**config.mk**
```make
export PLATFORM = sky130hd
export DESIGN_NAME = maze_engine_flat
export DESIGN_NICKNAME = d
export VERILOG_FILES = /design/src/rtl/maze_engine_if.sv /design/src/rtl/maze_engine.sv /design/src/flat_wrapper.sv
export SDC_FILE = /design/constraint.sdc
export NUM_CORES = 1
export LEC_CHECK = 0
export BUFFER_PORTS_ARGS = -buffer_cell sky130_fd_sc_hd__buf_2
export CORE_MARGIN = 5
export CORE_UTILIZATION = 68
export CTS_BUF_LIST = sky130_fd_sc_hd__clkbuf_8 sky130_fd_sc_hd__clkbuf_16
export CTS_CLUSTER_DIAMETER = 120
export CTS_CLUSTER_SIZE = 25
export DETAILED_ROUTE_END_ITERATION = 16
export PLACE_DENSITY_LB_ADDON = 0.05
export RECOVER_POWER = 100
export SYNTH_ARGS = -nofsm -noshare
export SYNTH_HDL_FRONTEND = slang
export SYNTH_SLANG_ARGS = --single-unit
```
**constraint.sdc**
```tcl
create_clock -name clk -period 36.7 [get_ports clk]
set_input_delay 7.34 -clock clk [delete_from_list [all_inputs] [get_ports clk]]
set_output_delay 7.34 -clock clk [all_outputs]
set_load 0.05 [all_outputs]
```
**src/rtl/maze_engine_if.sv**
```systemverilog
// Region-table configuration bus for maze_engine.
// The master drives one rectangle write per cfg_we strobe.
interface maze_engine_if #(
    parameter int unsigned COORD_W   = 10,
    parameter int unsigned N_REGIONS = 8
);
    localparam int unsigned IdxW = (N_REGIONS > 1) ? $clog2(N_REGIONS) : 1;

    logic               cfg_we;
    logic [IdxW-1:0]    cfg_idx;
    logic [COORD_W-1:0] cfg_x0;
    logic [COORD_W-1:0] cfg_y0;
    logic [COORD_W-1:0] cfg_x1;
    logic [COORD_W-1:0] cfg_y1;

    modport master (
        output cfg_we,
        output cfg_idx,
        output cfg_x0,
        output cfg_y0,
        output cfg_x1,
        output cfg_y1
    );

    modport slave (
        input cfg_we,
        input cfg_idx,
        input cfg_x0,
        input cfg_y0,
        input cfg_x1,
        input cfg_y1
    );
endinterface

```
**src/rtl/maze_engine.sv**
```systemverilog
// Maze game engine: loadable rectangle path, per-frame sequential corner scan,
// goal detection, lives counter and registered colour output.
module maze_engine #(
    parameter int unsigned COORD_W     = 10,
    parameter int unsigned N_REGIONS   = 8,
    parameter int unsigned SQUARE_SIZE = 15,
    parameter int unsigned STEP        = 1,
    parameter int unsigned START_X     = 55,
    parameter int unsigned START_Y     = 55,
    parameter int unsigned LIVES       = 3,
    parameter int unsigned TICK_Y      = 481
) (
    input  logic               clk,
    input  logic               reset,
    input  logic [COORD_W-1:0] x,
    input  logic [COORD_W-1:0] y,
    input  logic               btn_up_n,
    input  logic               btn_down_n,
    input  logic               btn_left_n,
    input  logic               btn_right_n,
    input  logic               start,
    maze_engine_if.slave       cfg,
    output logic [9:0]         red,
    output logic [9:0]         green,
    output logic [9:0]         blue,
    output logic [2:0]         state,
    output logic [3:0]         lives_left,
    output logic [COORD_W-1:0] sq_x,
    output logic [COORD_W-1:0] sq_y
);
    localparam int unsigned IdxW = (N_REGIONS > 1) ? $clog2(N_REGIONS) : 1;
    localparam logic [COORD_W-1:0] MaxPos  = COORD_W'((1 << COORD_W) - 1 - SQUARE_SIZE);
    localparam logic [COORD_W-1:0] SqM1    = COORD_W'(SQUARE_SIZE - 1);
    localparam logic [COORD_W-1:0] StepC   = COORD_W'(STEP);
    localparam logic [COORD_W-1:0] StartX  = COORD_W'(START_X);
    localparam logic [COORD_W-1:0] StartY  = COORD_W'(START_Y);
    localparam logic [COORD_W-1:0] TickY   = COORD_W'(TICK_Y);
    localparam logic [3:0]         LivesIn = 4'(LIVES);
    localparam logic [IdxW-1:0]    LastIdx = IdxW'(N_REGIONS - 1);

    typedef enum logic [2:0] {
        StIdle  = 3'd0,
        StPlay  = 3'd1,
        StCheck = 3'd2,
        StWin   = 3'd3,
        StOver  = 3'd4
    } state_e;

    function automatic logic in_rect(input logic [COORD_W-1:0] px, input logic [COORD_W-1:0] py,
                                     input logic [COORD_W-1:0] rx0, input logic [COORD_W-1:0] ry0,
                                     input logic [COORD_W-1:0] rx1, input logic [COORD_W-1:0] ry1);
        return (px >= rx0) && (px < rx1) && (py >= ry0) && (py < ry1);
    endfunction

    state_e             state_q, state_d;
    logic [3:0]         lives_q, lives_d;
    logic [COORD_W-1:0] sq_x_q, sq_x_d, sq_y_q, sq_y_d;
    logic [COORD_W-1:0] cand_x_q, cand_x_d, cand_y_q, cand_y_d;
    logic [IdxW-1:0]    scan_q, scan_d;
    logic [3:0]         cov_q, cov_d;
    logic               hit_q, hit_d;
    logic               tick_q, tick_d;
    logic [29:0]        rgb_q, rgb_d;

    logic [COORD_W-1:0] rx0_q [N_REGIONS];
    logic [COORD_W-1:0] ry0_q [N_REGIONS];
    logic [COORD_W-1:0] rx1_q [N_REGIONS];
    logic [COORD_W-1:0] ry1_q [N_REGIONS];
    logic [COORD_W-1:0] rx0_d [N_REGIONS];
    logic [COORD_W-1:0] ry0_d [N_REGIONS];
    logic [COORD_W-1:0] rx1_d [N_REGIONS];
    logic [COORD_W-1:0] ry1_d [N_REGIONS];

    logic               cfg_open;
    logic [COORD_W-1:0] next_x, next_y;
    logic [COORD_W:0]   sum_x, sum_y;
    logic [COORD_W-1:0] cx1, cy1;
    logic [3:0]         hits;
    logic [COORD_W:0]   sq_x_end, sq_y_end;
    logic               in_sq, in_goal, in_other;
    logic [2:0]         pix_idx;

    assign cfg_open = (state_q == StIdle) || (state_q == StWin) || (state_q == StOver);

    // Tick is edge-qualified so a held coordinate cannot stretch it.
    always_comb begin
        hit_d  = (y == TickY) && (x == '0);
        tick_d = hit_d && !hit_q;
    end

    always_comb begin
        rx0_d = rx0_q;
        ry0_d = ry0_q;
        rx1_d = rx1_q;
        ry1_d = ry1_q;
        if (cfg.cfg_we && cfg_open && (int'(cfg.cfg_idx) < int'(N_REGIONS))) begin
            rx0_d[cfg.cfg_idx] = cfg.cfg_x0;
            ry0_d[cfg.cfg_idx] = cfg.cfg_y0;
            rx1_d[cfg.cfg_idx] = cfg.cfg_x1;
            ry1_d[cfg.cfg_idx] = cfg.cfg_y1;
        end
    end

    // Candidate position, saturating at both ends of the coordinate range.
    assign sum_x = {1'b0, sq_x_q} + {1'b0, StepC};
    assign sum_y = {1'b0, sq_y_q} + {1'b0, StepC};

    always_comb begin
        next_x = sq_x_q;
        next_y = sq_y_q;
        if (!btn_up_n) begin
            next_y = (sq_y_q < StepC) ? '0 : sq_y_q - StepC;
        end else if (!btn_down_n) begin
            next_y = (sum_y > {1'b0, MaxPos}) ? MaxPos : sum_y[COORD_W-1:0];
        end else if (!btn_left_n) begin
            next_x = (sq_x_q < StepC) ? '0 : sq_x_q - StepC;
        end else if (!btn_right_n) begin
            next_x = (sum_x > {1'b0, MaxPos}) ? MaxPos : sum_x[COORD_W-1:0];
        end
    end

    assign cx1 = cand_x_q + SqM1;
    assign cy1 = cand_y_q + SqM1;

    always_comb begin
        hits[0] = in_rect(cand_x_q, cand_y_q, rx0_q[scan_q], ry0_q[scan_q],
                          rx1_q[scan_q], ry1_q[scan_q]);
        hits[1] = in_rect(cx1, cand_y_q, rx0_q[scan_q], ry0_q[scan_q],
                          rx1_q[scan_q], ry1_q[scan_q]);
        hits[2] = in_rect(cand_x_q, cy1, rx0_q[scan_q], ry0_q[scan_q],
                          rx1_q[scan_q], ry1_q[scan_q]);
        hits[3] = in_rect(cx1, cy1, rx0_q[scan_q], ry0_q[scan_q],
                          rx1_q[scan_q], ry1_q[scan_q]);
    end

    always_comb begin
        state_d  = state_q;
        lives_d  = lives_q;
        sq_x_d   = sq_x_q;
        sq_y_d   = sq_y_q;
        cand_x_d = cand_x_q;
        cand_y_d = cand_y_q;
        scan_d   = scan_q;
        cov_d    = cov_q;
        unique case (state_q)
            StIdle, StWin, StOver: begin
                if (start) begin
                    state_d = StPlay;
                    lives_d = LivesIn;
                    sq_x_d  = StartX;
                    sq_y_d  = StartY;
                end
            end
            StPlay: begin
                if (tick_q) begin
                    cand_x_d = next_x;
                    cand_y_d = next_y;
                    scan_d   = '0;
                    cov_d    = '0;
                    state_d  = StCheck;
                end
            end
            StCheck: begin
                cov_d  = cov_q | hits;
                scan_d = scan_q + IdxW'(1);
                // Last region is the goal; decide the outcome as it is scanned.
                if (scan_q == LastIdx) begin
                    if (&cov_d) begin
                        sq_x_d  = cand_x_q;
                        sq_y_d  = cand_y_q;
                        state_d = (&hits) ? StWin : StPlay;
                    end else begin
                        sq_x_d  = StartX;
                        sq_y_d  = StartY;
                        lives_d = (lives_q != 4'd0) ? lives_q - 4'd1 : 4'd0;
                        state_d = (lives_d == 4'd0) ? StOver : StPlay;
                    end
                end
            end
            default: state_d = StIdle;
        endcase
    end

    // Pixel classification against the committed square and all regions.
    assign sq_x_end = {1'b0, sq_x_q} + (COORD_W+1)'(SQUARE_SIZE);
    assign sq_y_end = {1'b0, sq_y_q} + (COORD_W+1)'(SQUARE_SIZE);

    always_comb begin
        in_sq = (state_q != StIdle) && (x >= sq_x_q) && ({1'b0, x} < sq_x_end) &&
                (y >= sq_y_q) && ({1'b0, y} < sq_y_end);
        in_goal = in_rect(x, y, rx0_q[N_REGIONS-1], ry0_q[N_REGIONS-1],
                          rx1_q[N_REGIONS-1], ry1_q[N_REGIONS-1]);
        in_other = 1'b0;
        for (int i = 0; i < int'(N_REGIONS) - 1; i++) begin
            in_other = in_other | in_rect(x, y, rx0_q[i], ry0_q[i], rx1_q[i], ry1_q[i]);
        end
        if (in_sq) begin
            pix_idx = 3'd5;
        end else if (in_goal) begin
            pix_idx = 3'd2;
        end else if (in_other) begin
            pix_idx = 3'd7;
        end else begin
            pix_idx = 3'd0;
        end
        rgb_d = {pix_idx[0] ? 10'h3FF : 10'h0E1,
                 pix_idx[1] ? 10'h3FF : 10'h2C2,
                 pix_idx[2] ? 10'h3FF : 10'h37A};
    end

    always_ff @(posedge clk or posedge reset) begin
        if (reset) begin
            state_q  <= StIdle;
            lives_q  <= '0;
            sq_x_q   <= StartX;
            sq_y_q   <= StartY;
            cand_x_q <= StartX;
            cand_y_q <= StartY;
            scan_q   <= '0;
            cov_q    <= '0;
            hit_q    <= 1'b0;
            tick_q   <= 1'b0;
            rgb_q    <= '0;
            for (int i = 0; i < int'(N_REGIONS); i++) begin
                rx0_q[i] <= '0;
                ry0_q[i] <= '0;
                rx1_q[i] <= '0;
                ry1_q[i] <= '0;
            end
        end else begin
            state_q  <= state_d;
            lives_q  <= lives_d;
            sq_x_q   <= sq_x_d;
            sq_y_q   <= sq_y_d;
            cand_x_q <= cand_x_d;
            cand_y_q <= cand_y_d;
            scan_q   <= scan_d;
            cov_q    <= cov_d;
            hit_q    <= hit_d;
            tick_q   <= tick_d;
            rgb_q    <= rgb_d;
            for (int i = 0; i < int'(N_REGIONS); i++) begin
                rx0_q[i] <= rx0_d[i];
                ry0_q[i] <= ry0_d[i];
                rx1_q[i] <= rx1_d[i];
                ry1_q[i] <= ry1_d[i];
            end
        end
    end

    assign red        = rgb_q[29:20];
    assign green      = rgb_q[19:10];
    assign blue       = rgb_q[9:0];
    assign state      = state_q;
    assign lives_left = lives_q;
    assign sq_x       = sq_x_q;
    assign sq_y       = sq_y_q;
endmodule

```
**src/flat_wrapper.sv**
```systemverilog
// flat-port wrapper written by rule: the top's interface ports become plain ports
module maze_engine_flat 
#(
    parameter int unsigned COORD_W     = 10,
    parameter int unsigned N_REGIONS   = 8,
    parameter int unsigned SQUARE_SIZE = 15,
    parameter int unsigned STEP        = 1,
    parameter int unsigned START_X     = 55,
    parameter int unsigned START_Y     = 55,
    parameter int unsigned LIVES       = 3,
    parameter int unsigned TICK_Y      = 481
)
  (clk, reset, x, y, btn_up_n, btn_down_n, btn_left_n, btn_right_n, start, red, green, blue, state, lives_left, sq_x, sq_y, cfg_cfg_we, cfg_cfg_idx, cfg_cfg_x0, cfg_cfg_y0, cfg_cfg_x1, cfg_cfg_y1);
  maze_engine_if #(.COORD_W(COORD_W), .N_REGIONS(N_REGIONS)) cfg_i ();
  input  logic clk;
  input  logic reset;
  input  logic [COORD_W-1:0] x;
  input  logic [COORD_W-1:0] y;
  input  logic btn_up_n;
  input  logic btn_down_n;
  input  logic btn_left_n;
  input  logic btn_right_n;
  input  logic start;
  output logic [9:0] red;
  output logic [9:0] green;
  output logic [9:0] blue;
  output logic [2:0] state;
  output logic [3:0] lives_left;
  output logic [COORD_W-1:0] sq_x;
  output logic [COORD_W-1:0] sq_y;
  input wire logic [$bits(cfg_i.cfg_we)-1:0] cfg_cfg_we;
  input wire logic [$bits(cfg_i.cfg_idx)-1:0] cfg_cfg_idx;
  input wire logic [$bits(cfg_i.cfg_x0)-1:0] cfg_cfg_x0;
  input wire logic [$bits(cfg_i.cfg_y0)-1:0] cfg_cfg_y0;
  input wire logic [$bits(cfg_i.cfg_x1)-1:0] cfg_cfg_x1;
  input wire logic [$bits(cfg_i.cfg_y1)-1:0] cfg_cfg_y1;
  assign cfg_i.cfg_we = cfg_cfg_we;
  assign cfg_i.cfg_idx = cfg_cfg_idx;
  assign cfg_i.cfg_x0 = cfg_cfg_x0;
  assign cfg_i.cfg_y0 = cfg_cfg_y0;
  assign cfg_i.cfg_x1 = cfg_cfg_x1;
  assign cfg_i.cfg_y1 = cfg_cfg_y1;
  maze_engine #(.COORD_W(COORD_W), .N_REGIONS(N_REGIONS), .SQUARE_SIZE(SQUARE_SIZE), .STEP(STEP), .START_X(START_X), .START_Y(START_Y), .LIVES(LIVES), .TICK_Y(TICK_Y)) u_core (.clk(clk), .reset(reset), .x(x), .y(y), .btn_up_n(btn_up_n), .btn_down_n(btn_down_n), .btn_left_n(btn_left_n), .btn_right_n(btn_right_n), .start(start), .cfg(cfg_i), .red(red), .green(green), .blue(blue), .state(state), .lives_left(lives_left), .sq_x(sq_x), .sq_y(sq_y));
endmodule
```
# Word level (Yosys, flattened, before mapping)
# Index checks and enable logic that the tools add are counted.
dict set report word_totals {
  in_bits 71
  wordCells 240
  ff_bits 406
}
dict set report classes {
  n_bitwise 9
  n_reduce_logical 60
  muxes 57
  add_sub_neg 10
  n_eq_ne 10
  magnitude_cmp 51
}
# operator n
set op_table {}
lappend op_table {{$bwmux W80} 4}
lappend op_table {{$mux W10} 25}
lappend op_table {{$ge A10 B10 Y1} 22}
lappend op_table {{$lt A10 B10 Y1} 20}
lappend op_table {{$bmux W10 S3} 4}
lappend op_table {{$logic_and A1 B1 Y1} 42}
lappend op_table {{$pmux W10 S2} 2}
lappend op_table {{$demux W10 S3} 1}
lappend op_table {{$mux W3} 9}
lappend op_table {{$add A10 B1 Y11 const B} 2}
lappend op_table {{$add A10 B4 Y11 const B} 2}
lappend op_table {{$gt A11 B10 Y1 const B} 2}
lappend op_table {{$lt A10 B11 Y1} 2}
lappend op_table {{$add A10 B4 Y10 const B} 2}
lappend op_table {{$lt A10 B1 Y1 const B} 2}
lappend op_table {{$mux W4} 5}
lappend op_table {{$sub A10 B1 Y10 const B} 2}
lappend op_table {{$pmux W4 S2} 2}
lappend op_table {{$reduce_and A4 Y1} 3}
lappend op_table {{$eq A10 B9 Y1 const B} 1}
lappend op_table {{$logic_not A10 Y1} 1}
lappend op_table {{$mux W9} 1}
lappend op_table {{$pmux W3 S3} 1}
lappend op_table {{$ge A4 B4 Y1 const B} 2}
lappend op_table {{other kinds (24)} 38}

# Depth between registers and ports, before layout
dict set report logic_depth {
  word_depth 14
  ltp_mapped 17
  depth_no_buf 16
}

# Least setup slack after synthesis
# Ideal clock, no wire load.
dict set report synth_timing {
  kind {input-to-reg}
  from {input port x[0]}
  to {register u_core.rgb_q[28]}
  required_ns 36.582
  slack_ns 27.324
  t_arrival_ns 9.258
  n_path_buf 0
  cell_stages 11
  setup_ns 0.118
  cell_sequence {inv_1 ha_1 nand2b_1 a21oi_1 nor2b_1 o21ai_0 a211o_1 a2111oi_0 o21ai_0 or3_1 a21o_1}
}
dict set report synth_via {
  elab_chain_cells 14
  word_cells_on_any_way 56
  cone_classes {order compare: 18; mux: 4; bitwise: 6; reduce/logical: 28}
}
# item line
set synth_lines {}
lappend synth_lines {{from (decl)} flat_wrapper.sv:17} ;# input logic [COORD_W-1:0] x;
lappend synth_lines {{$ge A10 B10 Y1 / $lt A10 B10 Y1 (equally long branches)} maze_engine.sv:52} ;# return (px >= rx0) && (px < rx1) && (py >= ry0) && (py < ry1);
lappend synth_lines {{$logic_and A1 B1 Y1 (3 in series)} maze_engine.sv:52}
lappend synth_lines {{$or A1 B1 Y1 (6 in series)} maze_engine.sv:195} ;# in_other = in_other | in_rect(x, y, rx0_q[i], ry0_q[i], rx1_q[i], ry1_q[i]);
lappend synth_lines {{$mux W3} maze_engine.sv:201} ;# end else if (in_other) begin
lappend synth_lines {{$mux W3} maze_engine.sv:199} ;# end else if (in_goal) begin
lappend synth_lines {{$mux W3 (*)} maze_engine.sv:197} ;# if (in_sq) begin
lappend synth_lines {{named net u_core.pix_idx[0]} maze_engine.sv:81} ;# logic [2:0] pix_idx;
lappend synth_lines {{$mux W10 (*)} maze_engine.sv:206} ;# rgb_d = {pix_idx[0] ? 10'h3FF : 10'h0E1,
lappend synth_lines {{to (signal assigned)} maze_engine.sv:241} ;# rgb_q <= rgb_d;
lappend synth_lines {{to (decl)} maze_engine.sv:63} ;# logic [29:0] rgb_q, rgb_d;
# Mark *: on every way through the listed nets, which the timed path passes. The rest lies on a longest branch.
# A chain may end at the register's enable or synchronous reset.

==> metrics.md <==
| Metric | Value |
|---|---|
| Status | finished with violations |
| Failing checks | max-capacitance violations, max-slew violations |
| Worst vdd ir | approximately 54 uV |
| Worst-Margin Slew | around 5.5 ns |
| Slew Limit Fails | ~800 |
| Number of distinct library cells after synthesis | 68 |
| Ys Warns | 0 |
| CP top delay family | buffers and inverters |
| Grt met2 use | between 50% and 60% |
| Syn avg cell area | 10.5 sq um |
| Final hold violation count | 0 |
| Syn nets | about 3200 |
| DRC violations left | 0 |
| Chip Width | approximately 210 um |
| Crit share post-route | a little over two fifths |
| Crit start category | input port |
| Most frequent cells in the layout | 426 x ha_1, 357 x dfrtp_1, 333 x inv_1, 287 x mux2_2, 153 x o21ai_0 |
| Most common cell after layout, fill and taps aside | ha_1 |
| Sequential area share after synthesis | between 30% and 40% |
| Vias | 21752 |
| Buffers on Ports | about 130 |
| Die area | approximately 45000 sq um |
| First-pass GRT wire length | roughly 130000 um |
| Ports | 128 |
| Postcts setup bufs | 0 |
| Clock Skew | about 0.022 ns |
| Setup TNS | 0 ns |
| Post-Syn Area | 28100 sq um |
| Clock Sinks | roughly 380 |
| Crit path time final | 15.86 ns |
| Tot GR Track Use | roughly 36% |
| Synth Instances | between 2000 and 3000 |
| Initial core utilization | between 60% and 70% |
| CTS Hold Buffers Added | 0 |
| Gr ovfl total | 0 |
| Met1 global-route usage | between 40% and 50% |
| Placer's final routability congestion estimate | between 0.9 and 1 |
| Post-Route WL | around 82000 um |
| Element type at the critical path end | async pin |
| Post-synth EDFFs | 0 |
| Crit-path max cell delay | ~3 ns |
| FF+latch count, synth | ~380 |
| Final hold slack | ~0.39 ns |
| Global Route met3 Usage | approximately 6% |
| Area Growth Syn to Fin | 4.48% |
| CTS resizes | 0 |
| Buffer and inverter count on the worst path | 4 |
| Wirelength per Cell | ~25 um |
| Cell Area, Placed | about 29000 sq um |
| DIE HEIGHT | about 210 um |
| Post-synth ARST share | 100% |
| Top cell by count, worst path | clkbuf_1 |
| CTS tree | done |
| Antenna violations before repair | 8 |
| Layout Nets | around 3200 |
| Crit-path max FO | between 100 and 150 |
| Dpl hpwl | 58900 um |
| Root buffer cell | clkbuf_16 |
| Clk_lat worst skew | around 0.56 ns |
| Critical path cell sequence | buf_2 > clkinvlp_2 > clkbuf_1 > clkbuf_1 |
| Core footprint | between 40000 and 50000 sq um |
| Vias per inst | between 6 and 7 |
| Max Clk Rate | approximately 0.063 GHz |
| Slew HR | -268% |
| Largest net degree at the start of global routing | about 120 |
| Busiest layer in global routing | met2 |
| Leak | between 10 and 15 nW |
| RSZ-0062 raised after global routing | no |
| CP required | around 37 ns |
| Longest Clk Path Bufs | 3 |
| Ys flop type | dfrtp_1 |
| Number of buffers created by CTS | 19 |
| Layout cells sized above 1 | 17.9% |
| # H-tree levels | 1 |
| Post-route cell area | between 20000 and 30000 sq um |
| Iteration-0 DRC Markers | ~2000 |
| Setup CP Type | in -> async |
| Maxcap violations | 17 |
| Antenna-violating nets left | 0 |
| Worst Path Arrival | 15.68 ns |
| Pwr Density | about 72 nW/um^2 |
| Vias in the first global route | around 22000 |
| Clock-pin slew on the worst setup and hold paths | ~0.11 ns |
| Slowest-stage cell, CP | clkinvlp_2 |
| Hold crit path type | reg -> reg |
| Std-Cell Rows | 74 |
| Drt pass-1 iters | 6 |
| Final setup vio count | 0 |
-- worst register-to-register path, cell delays in order (launching register included) --
cell,delay [ns]
dfrtp_1,1.51
clkbuf_1,1.84
mux4_2,0.70
mux2i_1,0.62
ha_1,0.29
o21ai_0,0.09
a21oi_1,0.23
nand3_1,0.11
nor4_1,0.64
and2_0,0.29
o22ai_1,0.13
nor4_1,2.56
nand2_1,0.18
o21ai_0,0.21
-- registers in the layout, indices dropped and copies added, names as in the netlist --
signal / count
u_core.hit_q: 1
u_core.rx1_q: 80
u_core.rgb_q: 3
u_core.tick_q: 1
u_core.scan_q: 3
u_core.ry1_q: 80
u_core.lives_left: 4
u_core.rx0_q: 80
u_core.cand_y_q: 10
u_core.ry0_q: 80
u_core.cand_x_q: 10
u_core.sq_y: 10
u_core.cov_q: 4
u_core.state: 3
u_core.sq_x: 10
-- metal layers --
metal | part of all wire [%] | vias up
met2 | 47 | 860
met5 | 0.027 | -
met4 | 3.8 | 4
met1 | 41 | 10862
li1 | - | 9819
met3 | 7.4 | 207
-- stage by stage --
stage / total power, mW / utilization [%] / instances / setup WS (ns)
floorplan: 1.50 / - / 2681 / 18.86
global placement: 1.80 / 71.0 / 3238 / 26.50
detailed placement: 1.85 / 71.0 / 3238 / 26.45
CTS: 2.10 / 72.3 / 3265 / 27.03
global route: 2.27 / 71.8 / 3270 / 18.98
finish: 2.11 / 71.9 / 3272 / 20.84
-- path summary, 6_finish.rpt --
kind                                                    from  cells after the start  slack (ns)                           end
worst min register to register        u_core.hit_q$_DFF_PP0_                      1        0.39       u_core.tick_q$_DFF_PP0_
worst max-delay path                                   reset                      4       20.84  u_core.rx0_q[33]$_DFFE_PP0P_
worst max register to register  u_core.scan_q[0]$_DFFE_PP0P_                     13       27.21    u_core.sq_x[8]$_DFFE_PP0P_
max in group clk                                  cfg_cfg_we                      6       25.77  u_core.ry0_q[17]$_DFFE_PP0P_
min in group asynchronous                              reset                      2        8.46  u_core.ry1_q[54]$_DFFE_PP0P_
worst min-delay path                  u_core.hit_q$_DFF_PP0_                      1        0.39       u_core.tick_q$_DFF_PP0_
-- layout make-up --
type / count / area [sq um]
Fill cell: 3089 / 11500
Tap cell: 532 / 666
Clock inverter: 7 / 48.8
Timing Repair Buffer: 146 / 653
Clock buffer: 20 / 489
Inverter: 334 / 1250
Sequential cell: 379 / 9510
Antenna cell: 7 / 17.5
Multi-Input combinational cell: 1847 / 16700
-- cells in the mapped netlist, drive strengths merged (4+ instances only) --
| cell type | number | share of area (%) |
|---|---|---|
| a2bb2oi | 5 | 0.16 |
| o211ai | 28 | 0.75 |
| clkbuf | 54 | 0.73 |
| buf | 67 | 1.3 |
| a21o | 52 | 1.4 |
| and4 | 7 | 0.22 |
| mux4 | 76 | 6.1 |
| and2 | 6 | 0.13 |
| o31ai | 4 | 0.11 |
| a22oi | 8 | 0.21 |
| nand3 | 47 | 0.84 |
| and3 | 7 | 0.16 |
| nand3b | 8 | 0.21 |
| a211oi | 42 | 1.1 |
| inv | 330 | 4.4 |
| xor2 | 6 | 0.19 |
| a211o | 10 | 0.31 |
| nand4 | 35 | 0.78 |
| mux2i | 44 | 1.6 |
| nand2 | 125 | 1.7 |
| a21boi | 7 | 0.20 |
| dfrtp | 359 | 32 |
| o21a | 25 | 0.67 |
| o21ai | 153 | 2.7 |
| o2111ai | 17 | 0.53 |
| xnor2 | 26 | 0.81 |
| a221oi | 11 | 0.41 |
| o31a | 4 | 0.12 |
| or4 | 6 | 0.16 |
| a21oi | 139 | 2.5 |
| nor2b | 23 | 0.51 |
| or3 | 8 | 0.18 |
| nor3 | 33 | 0.63 |
| a2111oi | 13 | 0.41 |
| ha | 426 | 19 |
| nand2b | 32 | 0.71 |
| nor4 | 15 | 0.48 |
| nor2 | 64 | 0.86 |
| a31oi | 17 | 0.38 |
| o22ai | 5 | 0.13 |
| dfstp | 20 | 1.9 |
| mux2 | 287 | 12 |
| clkinv | 4 | 0.053 |
-- report_power, final --
part	total [mW]	internal, mW	switching [mW]
registers	0.748	0.590	0.158
clock network	0.242	0.0983	0.143
logic	1.12	0.521	0.598
total	2.11	1.21	0.899
-- cells by family (layout without fill, tap and decap cells) --
logic type,count (synthesis),count (layout),synth area share (%)
mux,407,407,19.2
buf+inv,455,507,6.54
other cells,1,8,0.0134
fa+ha+maj,426,426,19.0
compound gates,558,558,12.7
simple gates,423,423,7.75
xor+xnor,32,32,0.998
flops,379,379,33.9
Power figures use the tool's default switching activity.
